$ cat src/rtl/grad_des_multistart_ctrl.sv
// Multi-start scheduler: launches one gradient-descent core once per host-written seed
// and keeps the lowest z_min with its final point. Optional early exit: GD_MS_EARLY_EXIT_EN.
module grad_des_multistart_ctrl #(
  parameter int                 NUM_STARTS   = 8,
  parameter logic signed [31:0] EARLY_EXIT_Z = 32'sh0000_0000,
  localparam int IW = (NUM_STARTS > 1) ? $clog2(NUM_STARTS) : 1,
  localparam int CW = $clog2(NUM_STARTS + 1)
) (
  input  logic          clk,
  input  logic          rst_n,
  input  logic          seed_wr_en,
  input  logic [IW-1:0] seed_wr_addr,
  input  logic [31:0]   seed_wr_data,
  input  logic [CW-1:0] run_count,
  input  logic          start,
  output logic          busy,
  output logic          done,
  output logic [31:0]   best_z,
  output logic [7:0]    best_a,
  output logic [7:0]    best_b,
  output logic [7:0]    best_c,
  output logic [7:0]    best_d,
  output logic [IW-1:0] best_idx,
  output logic          core_start_op,
  output logic [7:0]    core_a_init,
  output logic [7:0]    core_b_init,
  output logic [7:0]    core_c_init,
  output logic [7:0]    core_d_init,
  input  logic [31:0]   core_z_min,
  input  logic [7:0]    core_final_a,
  input  logic [7:0]    core_final_b,
  input  logic [7:0]    core_final_c,
  input  logic [7:0]    core_final_d,
  input  logic          core_done_op
`ifdef GD_MS_EARLY_EXIT_EN
  ,
  output logic          early_exit
`endif
);

  typedef enum logic [2:0] {
    IDLE, LAUNCH, WAIT_DONE, CAPTURE, RELEASE, FINISH
  } state_t;

  state_t        state_reg;
  logic [31:0]   seed_mem [NUM_STARTS];
  logic [IW-1:0] idx_reg;
  logic [CW-1:0] cnt_reg;

  logic          seed_wr_ok;
  logic [CW-1:0] run_clamped;
  logic          last_seed;
  logic          z_better;
  logic [31:0]   upd_z;
  logic          stop_early;

  // A write colliding with an accepted start is dropped so the run sees a stable table.
  assign seed_wr_ok  = (state_reg == IDLE) && seed_wr_en && !start;
  assign run_clamped = (run_count > CW'(NUM_STARTS)) ? CW'(NUM_STARTS) : run_count;
  assign last_seed   = ((CW+1)'(idx_reg) + (CW+1)'(1)) == {1'b0, cnt_reg};
  assign z_better    = $signed(core_z_min) < $signed(best_z);
  assign upd_z       = z_better ? core_z_min : best_z;

`ifdef GD_MS_EARLY_EXIT_EN
  assign stop_early = early_exit;
`else
  logic [31:0] unused_early_z;
  assign unused_early_z = EARLY_EXIT_Z;
  assign stop_early     = 1'b0;
`endif

  generate
    for (genvar gi = 0; gi < NUM_STARTS; gi++) begin : g_seed
      always_ff @(posedge clk or negedge rst_n) begin
        if (!rst_n) begin
          seed_mem[gi] <= '0;
        end else if (seed_wr_ok && (int'(seed_wr_addr) == gi)) begin
          seed_mem[gi] <= seed_wr_data;
        end
      end
    end
  endgenerate

  always_ff @(posedge clk or negedge rst_n) begin
    if (!rst_n) begin
      state_reg     <= IDLE;
      idx_reg       <= '0;
      cnt_reg       <= '0;
      busy          <= 1'b0;
      done          <= 1'b0;
      best_z        <= 32'h7FFF_FFFF;
      best_a        <= '0;
      best_b        <= '0;
      best_c        <= '0;
      best_d        <= '0;
      best_idx      <= '0;
      core_start_op <= 1'b0;
      core_a_init   <= '0;
      core_b_init   <= '0;
      core_c_init   <= '0;
      core_d_init   <= '0;
`ifdef GD_MS_EARLY_EXIT_EN
      early_exit    <= 1'b0;
`endif
    end else begin
      case (state_reg)
        IDLE: begin
          if (start) begin
            cnt_reg  <= run_clamped;
            done     <= 1'b0;
            idx_reg  <= '0;
            best_z   <= 32'h7FFF_FFFF;
            best_a   <= '0;
            best_b   <= '0;
            best_c   <= '0;
            best_d   <= '0;
            best_idx <= '0;
`ifdef GD_MS_EARLY_EXIT_EN
            early_exit <= 1'b0;
`endif
            if (run_clamped == '0) begin
              state_reg <= FINISH;
            end else begin
              busy      <= 1'b1;
              state_reg <= LAUNCH;
            end
          end
        end
        LAUNCH: begin
          core_a_init   <= seed_mem[idx_reg][31:24];
          core_b_init   <= seed_mem[idx_reg][23:16];
          core_c_init   <= seed_mem[idx_reg][15:8];
          core_d_init   <= seed_mem[idx_reg][7:0];
          core_start_op <= 1'b1;
          state_reg     <= WAIT_DONE;
        end
        WAIT_DONE: begin
          if (core_done_op) state_reg <= CAPTURE;
        end
        CAPTURE: begin
          // Strict compare: on a tie the earlier slot stays the winner.
          if (z_better) begin
            best_z   <= core_z_min;
            best_a   <= core_final_a;
            best_b   <= core_final_b;
            best_c   <= core_final_c;
            best_d   <= core_final_d;
            best_idx <= idx_reg;
          end
`ifdef GD_MS_EARLY_EXIT_EN
          if ($signed(upd_z) <= EARLY_EXIT_Z) early_exit <= 1'b1;
`endif
          core_start_op <= 1'b0;
          state_reg     <= RELEASE;
        end
        RELEASE: begin
          // done_op low means the core has returned to idle and can take a new start.
          if (!core_done_op) begin
            if (last_seed || stop_early) begin
              state_reg <= FINISH;
            end else begin
              idx_reg   <= idx_reg + 1'b1;
              state_reg <= LAUNCH;
            end
          end
        end
        FINISH: begin
          busy      <= 1'b0;
          done      <= 1'b1;
          state_reg <= IDLE;
        end
        default: state_reg <= IDLE;
      endcase
    end
  end

endmodule
$ cat config.mk
export PLATFORM = sky130hd
export DESIGN_NAME = grad_des_multistart_ctrl
export DESIGN_NICKNAME = d
export VERILOG_FILES = /design/src/rtl/grad_des_multistart_ctrl.sv
export SDC_FILE = /design/constraint.sdc
export NUM_CORES = 1
export LEC_CHECK = 0
export CAP_MARGIN = 15
export CORE_AREA = 3 3 275 277
export DETAILED_ROUTE_END_ITERATION = 8
export DIE_AREA = 0 0 278 280
export REMOVE_ABC_BUFFERS = 1
export SLEW_MARGIN = 20
export SYNTH_ARGS = -nofsm -noshare
export SYNTH_HDL_FRONTEND = slang
export SYNTH_SLANG_ARGS = --single-unit
$ cat constraint.sdc
create_clock -name clk -period 2.4 [get_ports clk]
set_input_delay 0.72 -clock clk [delete_from_list [all_inputs] [get_ports clk]]
set_output_delay 0.72 -clock clk [all_outputs]
set_load 0.03 [all_outputs]
==> impl_summary.md, run 1 <==
STA
The transition time of the tightest slew-check pin is about 0.6 ns. The number of slew-limit violations in the final report is 0. The worst pin sits at a relative slew slack of around three fifths. Timing would allow up to ~370 MHz.

The number of setup violations in the final report is 67. Across all setup checks in the final design, the least slack found is -0.285 ns. Setup repair after global routing could not meet its margin everywhere.

The minimum period implied by the final worst setup slack is 2.69 ns. Clock skew on the completed layout was measured at between 0.02 and 0.025 ns. The final number of hold-violating endpoints is 0. The share of the cycle needed by the critical path after routing is 112%.

Global routing
The fraction of met3 tracks used by global routing is under 10%. Summed over all layers, the global routing overflow is 0. For met1 alone, demand over resource in global routing was 19.2%. The first global-routing pass estimated 89500 µm of wire. Global routing consumed, on the met2 layer, between 20% and 30% of the routing resources. Entering global routing, the biggest net connects a little over 80 pins. The number of global-route vias before repair is 14463. The initial antenna violation count was 6. The layer with the highest usage is met2. The overall routing resource usage is between 10 and 15%.

Critical path
The worst register-to-register path ends at best_z[19]$_DFFE_PN1P_. The number of cells on the worst reg-to-reg path is 11. In this run the critical register-to-register path is launched from best_z[13]$_DFFE_PN1P_. The sort of element at the end of the critical path is a flip-flop. The critical path goes through clkdlybuf4s50_1, ha_2, o21a_1, a21oi_2, o21ai_1, o311a_4, buf_12, buf_4, buf_4, nor3_1, a211oi_4. The worst register-to-register path has a setup slack of -0.26 ns.

Of all nets on the critical path, the largest fanout is 8. In this design, the stage delay of the slowest critical-path cell is around 0.5 ns. The data arrival time at the worst-slack endpoint is between 3 and 4 ns. The source of the critical timing path is core_z_min[14].

For the worst setup path, the data required time is ~2.9 ns. Among the stages of the critical path, the cell type that occurs most often is buf_4. By startpoint and endpoint, the worst setup path is classified as input port to flip-flop.

The cell with the biggest individual delay on the critical path is clkdlybuf4s50_1. The element type at the critical path start is an input port.

Clock tree
The clock passes through at most 3 buffers. The number of clock sinks is 368. The clock edge transition at the registers on the reported setup and hold paths is approximately 0.070 ns.

The clock tree from TritonCTS is done. The H-tree was split into 2 levels. The clock latency on the worst-skew pair is between 0.5 and 0.6 ns. The total CTS buffers is 43. The root buffer cell chosen for the clock tree is clkbuf_16.

Logic synthesis
Dividing the synthesized area by the synthesized cell count gives 12.5 µm². The fraction of synthesis flops using an asynchronous set or reset pin is 100%. In the synthesized netlist the dominant register cell turns out to be dfrtp_1. The number of warnings reported in the yosys synthesis log is 0.

The summed instance area of the synthesized netlist is between 15000 and 20000 µm². The flip-flop and latch count after synthesis is 368. The count of flip-flops with a built-in enable after synthesis is 0. After technology mapping, the gate count stands at roughly 1500. The synthesized netlist contains 57 unique library cells. The sequential cell area fraction in the yosys report is 50.6%.

Floorplanning
During I/O placement, the number of pins put on the boundary was 210. The initial standard-cell utilization of the core is roughly a quarter. From bottom edge to top edge, the die measures between 200 and 300 µm.

The total die area is 77800 µm². After floorplanning, the core was sized to cover 73100 µm². The die width is 278 µm. The standard-cell row count is a little under 100.

Route
The final layout contains routed wiring with a total length of roughly 58000 µm. For this block, the initial DRC count from the detailed router was roughly 980. In the final routed layout, each cell accounts on average for ~21 µm. For this run, design rule violations remaining after detail routing come to 0.

Using the TritonRoute via totals, the vias-per-cell ratio works out to 4.98. The detail route stage leaves a number of antenna-violating nets equal to 0. The total via count in the routed design is between 10000 and 15000. Before antenna repair, the detailed router went through 5 iterations.

Layout
In the final layout, the registers with the most flip-flops are seed_mem (256), best_z (32). Summing all flip-flop and latch instances after layout gives approximately 9300 µm². The proportion of layout cells with a drive suffix above 1 is just over 40%.

Summing all non-filler instances in the final layout gives an area of between 20000 and 30000 µm². The number of flip-flops in the largest register is approximately 260. Ranked by flip-flop count, first place goes to seed_mem.

The area of combinational cells with multiple inputs is 8850 µm². Leaving out fill and tap cells, the most frequent cell in the layout is dfrtp_1. Compared with the post-synthesis result, the final layout area differs by 38.5%.

Fill cells in the final layout number a little over 7000. The top cell types in the final layout, fill and taps aside, are 334 x dfrtp_1, 256 x mux2_2, 133 x buf_4. After the last flow step, the layout net total stands at between 1500 and 2000.

Power and ir drop
The leakage dissipation is between 10 and 15 nW. Across the VDD grid, the largest voltage drop is 706 µV. Internal power comes to between 20 and 25 mW. In this run the power spent charging and discharging nets is 13.7 mW. The clock group share of total power is between 10% and 20%.

The share of power burned in combinational logic is 49.1%. The power density relative to cell area is between 1000 and 1500 nW/µm². Registers are responsible for 31.1% of the overall power. The fraction of power spent switching nets is roughly 38%.

Status
The run finished, with violations left. The final reports fail on setup timing.

Worst hold path
The worst hold path terminates at core_start_op$_DFFE_PN0P_. The startpoint of the tightest hold check path is core_start_op$_DFFE_PN0P_. The kind of path behind the tightest hold check is flip-flop to flip-flop. Counting instances, the worst hold path has a depth of 1.

Placement
The count of port buffers added during placement is roughly 210. The congestion estimate from routability-driven global placement came to 0.792. At the placement stage, the worst setup path has a slack of -1.03 ns. The placement-stage cell area is 22700 µm².

The HPWL reported at the end of detailed placement is around 35000 µm.

Run
The number of max-cap violations is 0.
-- power groups by stage --
stage,clock network [mW],registers (mW),logic (mW)
after global placement,0,11.1,16.0
after global routing,7.65,11.6,19.2
after CTS,7.41,11.3,17.6
after floorplan,0,12.9,7.97
final,7.18,11.3,17.8
after detailed placement,0,11.3,16.3
-- worst max-delay path: cells and delay by family --
family / cells / cell delay, ns
adders and majority gates: 1 / 0.28
and+or+nand+nor: 1 / 0.32
AOI/OAI and AO/OA: 5 / 0.92
buffers and inverters: 4 / 0.93
-- metrics by stage --
step / total power, mW / TNS [ns] / utilization (%) / instances / hold slack, ns
2_1_floorplan: 20.9 / -199.35 / - / 1343 / 0.424
3_3_place_gp: 27.0 / -124.16 / 31.1 / 2674 / 0.465
3_5_place_dp: 27.7 / -126.66 / 31.1 / 2674 / 0.472
4_1_cts: 36.3 / -13.40 / 34.2 / 2779 / 0.483
5_1_grt: 38.5 / -19.73 / 34.6 / 2791 / 0.501
6_report: 36.3 / -16.45 / 34.6 / 2793 / 0.478
-- synthesized netlist by cell type, drive strengths merged, types with 2 or more instances --
cell type | n | area, µm²
nand3b | 4 | 30.0
o21ai | 13 | 68.8
a2bb2oi | 31 | 272
and2 | 2 | 12.5
nand2b | 4 | 25.0
mux2 | 257 | 2890
mux2i | 2 | 20.0
a21oi | 10 | 50.1
inv | 36 | 135
a221oi | 2 | 17.5
and4 | 2 | 17.5
buf | 53 | 298
nor2 | 72 | 280
nor4 | 3 | 25.0
ha | 32 | 400
nor3 | 33 | 170
a211o | 3 | 26.3
dfrtp | 337 | 8430
a22oi | 72 | 541
nand3 | 6 | 30.0
and3 | 2 | 12.5
dfstp | 31 | 815
o22ai | 32 | 200
a211oi | 33 | 398
mux4 | 64 | 1440
a21o | 5 | 37.5
xnor2 | 2 | 17.5
nand2 | 124 | 465
clkbuf | 65 | 244
or3 | 37 | 231
xor2 | 2 | 17.5
o211ai | 39 | 293
nand4 | 2 | 12.5
a31oi | 36 | 225
-- worst max path at each step --
stage                                   endpoint  cells past startpoint
after global placement    best_z[10]$_DFFE_PN1P_                     10
after CTS                  best_a[5]$_DFFE_PN0P_                     12
after detailed placement  best_z[12]$_DFFE_PN1P_                     10
after global routing       best_b[4]$_DFFE_PN0P_                     10
after floorplan           idx_reg[2]$_DFFE_PN0P_                      7
final                     best_z[19]$_DFFE_PN1P_                     11
-- timing repair --
action,in CTS,in global routing
endpoints found under the hold margin,24,0
setup buffers,15,15
setup endpoints to repair,156,80
resized for setup,192,61
pin swaps,50,60
hold buffers,1,0
cloned,12,5
-- cells by family after synthesis --
| kind of cell | share of synthesized area, % |
|---|---|
| flip-flops | 50.6 |
| buffers and inverters | 3.72 |
| adder cells (fa/ha/maj) | 2.19 |
| XOR/XNOR | 0.192 |
| AND/OR/NAND/NOR | 7.39 |
| AO/OA/AOI/OAI | 12.1 |
| multiplexers | 23.8 |
-- per-layer routing --
layer	up-vias	part of all wire, %
met4	8	2.3
li1	6156	-
met3	97	6.4
met2	430	48
met5	-	0.10
met1	7224	43
-- layout make-up --
class,count,area share [%]
sequential,368,36.6
multi-input combinational,938,34.9
timing repair buffer,412,17.0
clock buffer,57,4.85
tap,959,4.74
clock inverter,20,1.31
inverter,37,0.549
antenna,2,0.0198
Power figures use the tool's default switching activity.
==> inputs of run 2 (changes only) <==
Settings changed: GPL_ROUTABILITY_DRIVEN from default to 0.
==> results of run 2 <==
No change in the layout: final DEF, timing and power equal those of run 1.
==> inputs of run 3 (changes only) <==
Settings changed: HOLD_SLACK_MARGIN from default to 0.03, REMOVE_ABC_BUFFERS 1 to default.
==> run 3 against run 2 <==
Against the previous run: clock power rose by 0.6%; highest routed layer unchanged; sequential power barely moved; largest cell class unchanged; critical path type unchanged; setup slack improved by 0.046 ns; fmax is 1.7% higher; the flow still finishes with violations (setup timing); critical path depth is 1 lower; sequential share of layout area grew 0.16 points.
==> impl_summary.md, run 3 (synthesis results as in run 1) <==
STA
Measured against its own limit, the worst slew margin works out to approximately half. The share of the cycle needed by the critical path after routing is 110%. Subtracting the final worst setup slack from the clock period gives approximately 2.6 ns. Once routing completed, OpenROAD measured the worst setup slack at -0.239 ns.

The transition time of the tightest slew-check pin is 0.758 ns. The clock tree skew after final layout is about 0.029 ns. The final number of hold-violating endpoints was 0.

Setup violations remaining at the end of the flow were counted as 67. Setup repair after global routing could not meet its margin everywhere. Adding up every negative setup slack in the final design gives -10.24 ns. The number of slew-limit violations in the final report was 0. Timing would allow up to approximately 380 MHz.

Floorplanning
The height of the die is about 280 µm. The standard-cell row count is between 90 and 100. The core area is ~73000 µm². The initial standard-cell utilization of the core is between 20% and 30%. Pin placement for this block handled 210 I/O pins.

The die width is about 280 µm. The total die area is 77800 µm².

Status
The flow ran to the end, but the final reports show violations. The final reports fail on setup timing.

Route
The residual DRC count is 0. The number of nets with antenna violations after detailed routing is 0. In the final routed layout, each cell accounts on average for 20.9 µm. The total routed wirelength is 58100 µm.

The detailed router finished its first iteration with 993 violations. The detailed-router iteration count before antenna repair is 6. The total via count in the routed design is about 14000.

The mean number of vias per cell is 4.97.

Layout
The post-route core utilization is between 30% and 40%. The number of cells in the finished layout apart from fillers is around 2800. At the end of the flow, the number of nets in the layout was 1923.

In the final layout, the share of cells above drive strength 1 is about two fifths. Leaving out fill and tap cells, the most frequent cell in the layout is dfrtp_1. The largest register by flop count is seed_mem.

In the final layout, the registers with the most flip-flops are seed_mem (256), best_z (32). The number of flip-flops in the largest register is about 260. In the layout the commonest cells are 334 x dfrtp_1, 256 x mux2_2, 128 x buf_4.

After routing the design area is 25200 µm². In the final layout, flip-flops and latches occupy between 9000 and 10000 µm². The area of combinational cells with multiple inputs is between 8000 and 9000 µm².

The layout has 7185 filler cells. The growth of design area from synthesis to finish is 37.9%.

Worst hold path
The kind of path behind the tightest hold check is input port to asynchronous set/reset pin.

Power and ir drop
For this design the ratio of total power to cell area is 1440 nW/µm². The worst-case IR drop observed on VDD is 778 µV. For this design the static power due to leakage is about 11 nW.

Global routing
Entering global routing, the biggest net connects 57 pins. For this run the aggregate overflow at the end of global routing stands at 0. The wire length of the first global-routing pass is about 90000 µm. The number of global-route vias before repair was 14558. The initial antenna violation count is 3. The overall routing resource usage is between 10% and 20%.

Clock tree
In this run the clock root is driven by a clkbuf_16. The clock net in this run drives a total of 368 sinks. Clock-pin slew was measured on the worst setup and hold paths at about 0.06 ns. The H-tree was split into 2 levels. TritonCTS built the clock tree. Buffers inserted to repair hold after CTS numbered 0. In this run, CTS created clock tree buffers numbering between 40 and 50. The clock latency on the worst-skew pair is 0.60 ns. The clock passes through at most 3 buffers.

Placement
The count of buffers added on input and output ports is roughly 210. The HPWL reported at the end of detailed placement is about 36000 µm. The placement-stage cell area is about 23000 µm².

After detailed placement, the design holds a cell count of 2669.

Critical path
The critical path is of the input port to flip-flop type. The top fanout value on the critical path is 22. The critical path goes through clkdlybuf4s50_1, ha_2, a211o_1, a31oi_4, nor4_4, o311a_4, buf_6, buf_12, or3_4, o211ai_1. The worst setup path is captured at a flip-flop.

The largest stage delay on the critical path is 0.46 ns. The data arrival time at the worst-slack endpoint is around 3.1 ns. The required time of the critical path is between 2 and 3 ns. The element type at the critical path start is an input port.

The cell with the biggest individual delay on the critical path is clkdlybuf4s50_1.

Logic synthesis
The number of nets produced by synthesis is roughly 1600.

Run
The tool flagged a number of max-cap violations equal to 0.
## run 3: changes by cell type in the layout (fill, tap and decap cells not counted), moves of 6 or more
cell             previous run  this run
buf_6                      19         6
nor3_1                     21         8
nor3_2                     11        19
clkdlybuf4s50_1           102        95
a211oi_2                   25        31
a211oi_4                    6         0
clkbuf_2                    2         8
## run 3: through the flow
stage / setup WS (ns) / total power [mW] / hold slack, ns
finish: -0.239 / 36.2 / 0.0777
global route: -0.290 / 38.4 / 0.0653
CTS: -0.248 / 35.7 / 0.0586
detailed placement: -1.01 / 27.5 / 0.487
global placement: -0.967 / 26.8 / 0.462
floorplan: -0.155 / 21.3 / 0.424
## run 3: final cells by class
type                       instances  area share, %
sequential                       368           36.7
multi-input combinational        938           35.4
timing repair buffer             394           16.3
clock buffer                      60           5.00
tap                              959           4.76
clock inverter                    21           1.31
inverter                          37          0.551
antenna                            1        0.00993
## run 3: layer usage
metal	vias to the layer above	share of wire (%)	GRT usage [%]
met2	403	49	24.4
li1	6126	-	-
met4	4	2.4	3.66
met1	7173	43	18.5
met3	105	6.0	3.52
met5	-	0.036	0
## run 3: path summary, 6_finish.rpt
path / startpoint / end / slack, ns / cells after the start
setup / recovery: core_z_min[3] / best_d[5]$_DFFE_PN0P_ / -0.24 / 10
hold / removal: rst_n / best_a[0]$_DFFE_PN0P_ / 0.08 / 1
setup reg to reg: best_z[2]$_DFFE_PN1P_ / best_d[5]$_DFFE_PN0P_ / -0.21 / 10
hold reg to reg: core_start_op$_DFFE_PN0P_ / core_start_op$_DFFE_PN0P_ / 0.49 / 1
max in group asynchronous: rst_n / seed_mem[117]$_DFFE_PN0P_ / 1.55 / 2
min in group clk: core_start_op$_DFFE_PN0P_ / core_start_op$_DFFE_PN0P_ / 0.49 / 1
## run 3: repair_timing
action | 4_1_cts | 5_1_grt
endpoints found under the hold margin | 0 | 0
resized for setup | 178 | 89
buffers inserted | 12 | 3
pin swaps | 44 | 36
gates cloned | 7 | 8
setup endpoints to repair | 162 | 98
## run 3: where the power goes
part	total, mW	internal, mW	switching, mW
combinational	17.7	8.58	9.12
clock	7.22	4.38	2.85
sequential	11.3	9.48	1.82
total	36.2	22.4	13.8
## run 3: worst max-delay path: cells and delay by family
kind	cells	cell delay [ns]
AO/OA/AOI/OAI	4	1.02
AND/OR/NAND/NOR	2	0.39
buffers and inverters	3	0.76
adder cells (fa/ha/maj)	1	0.21
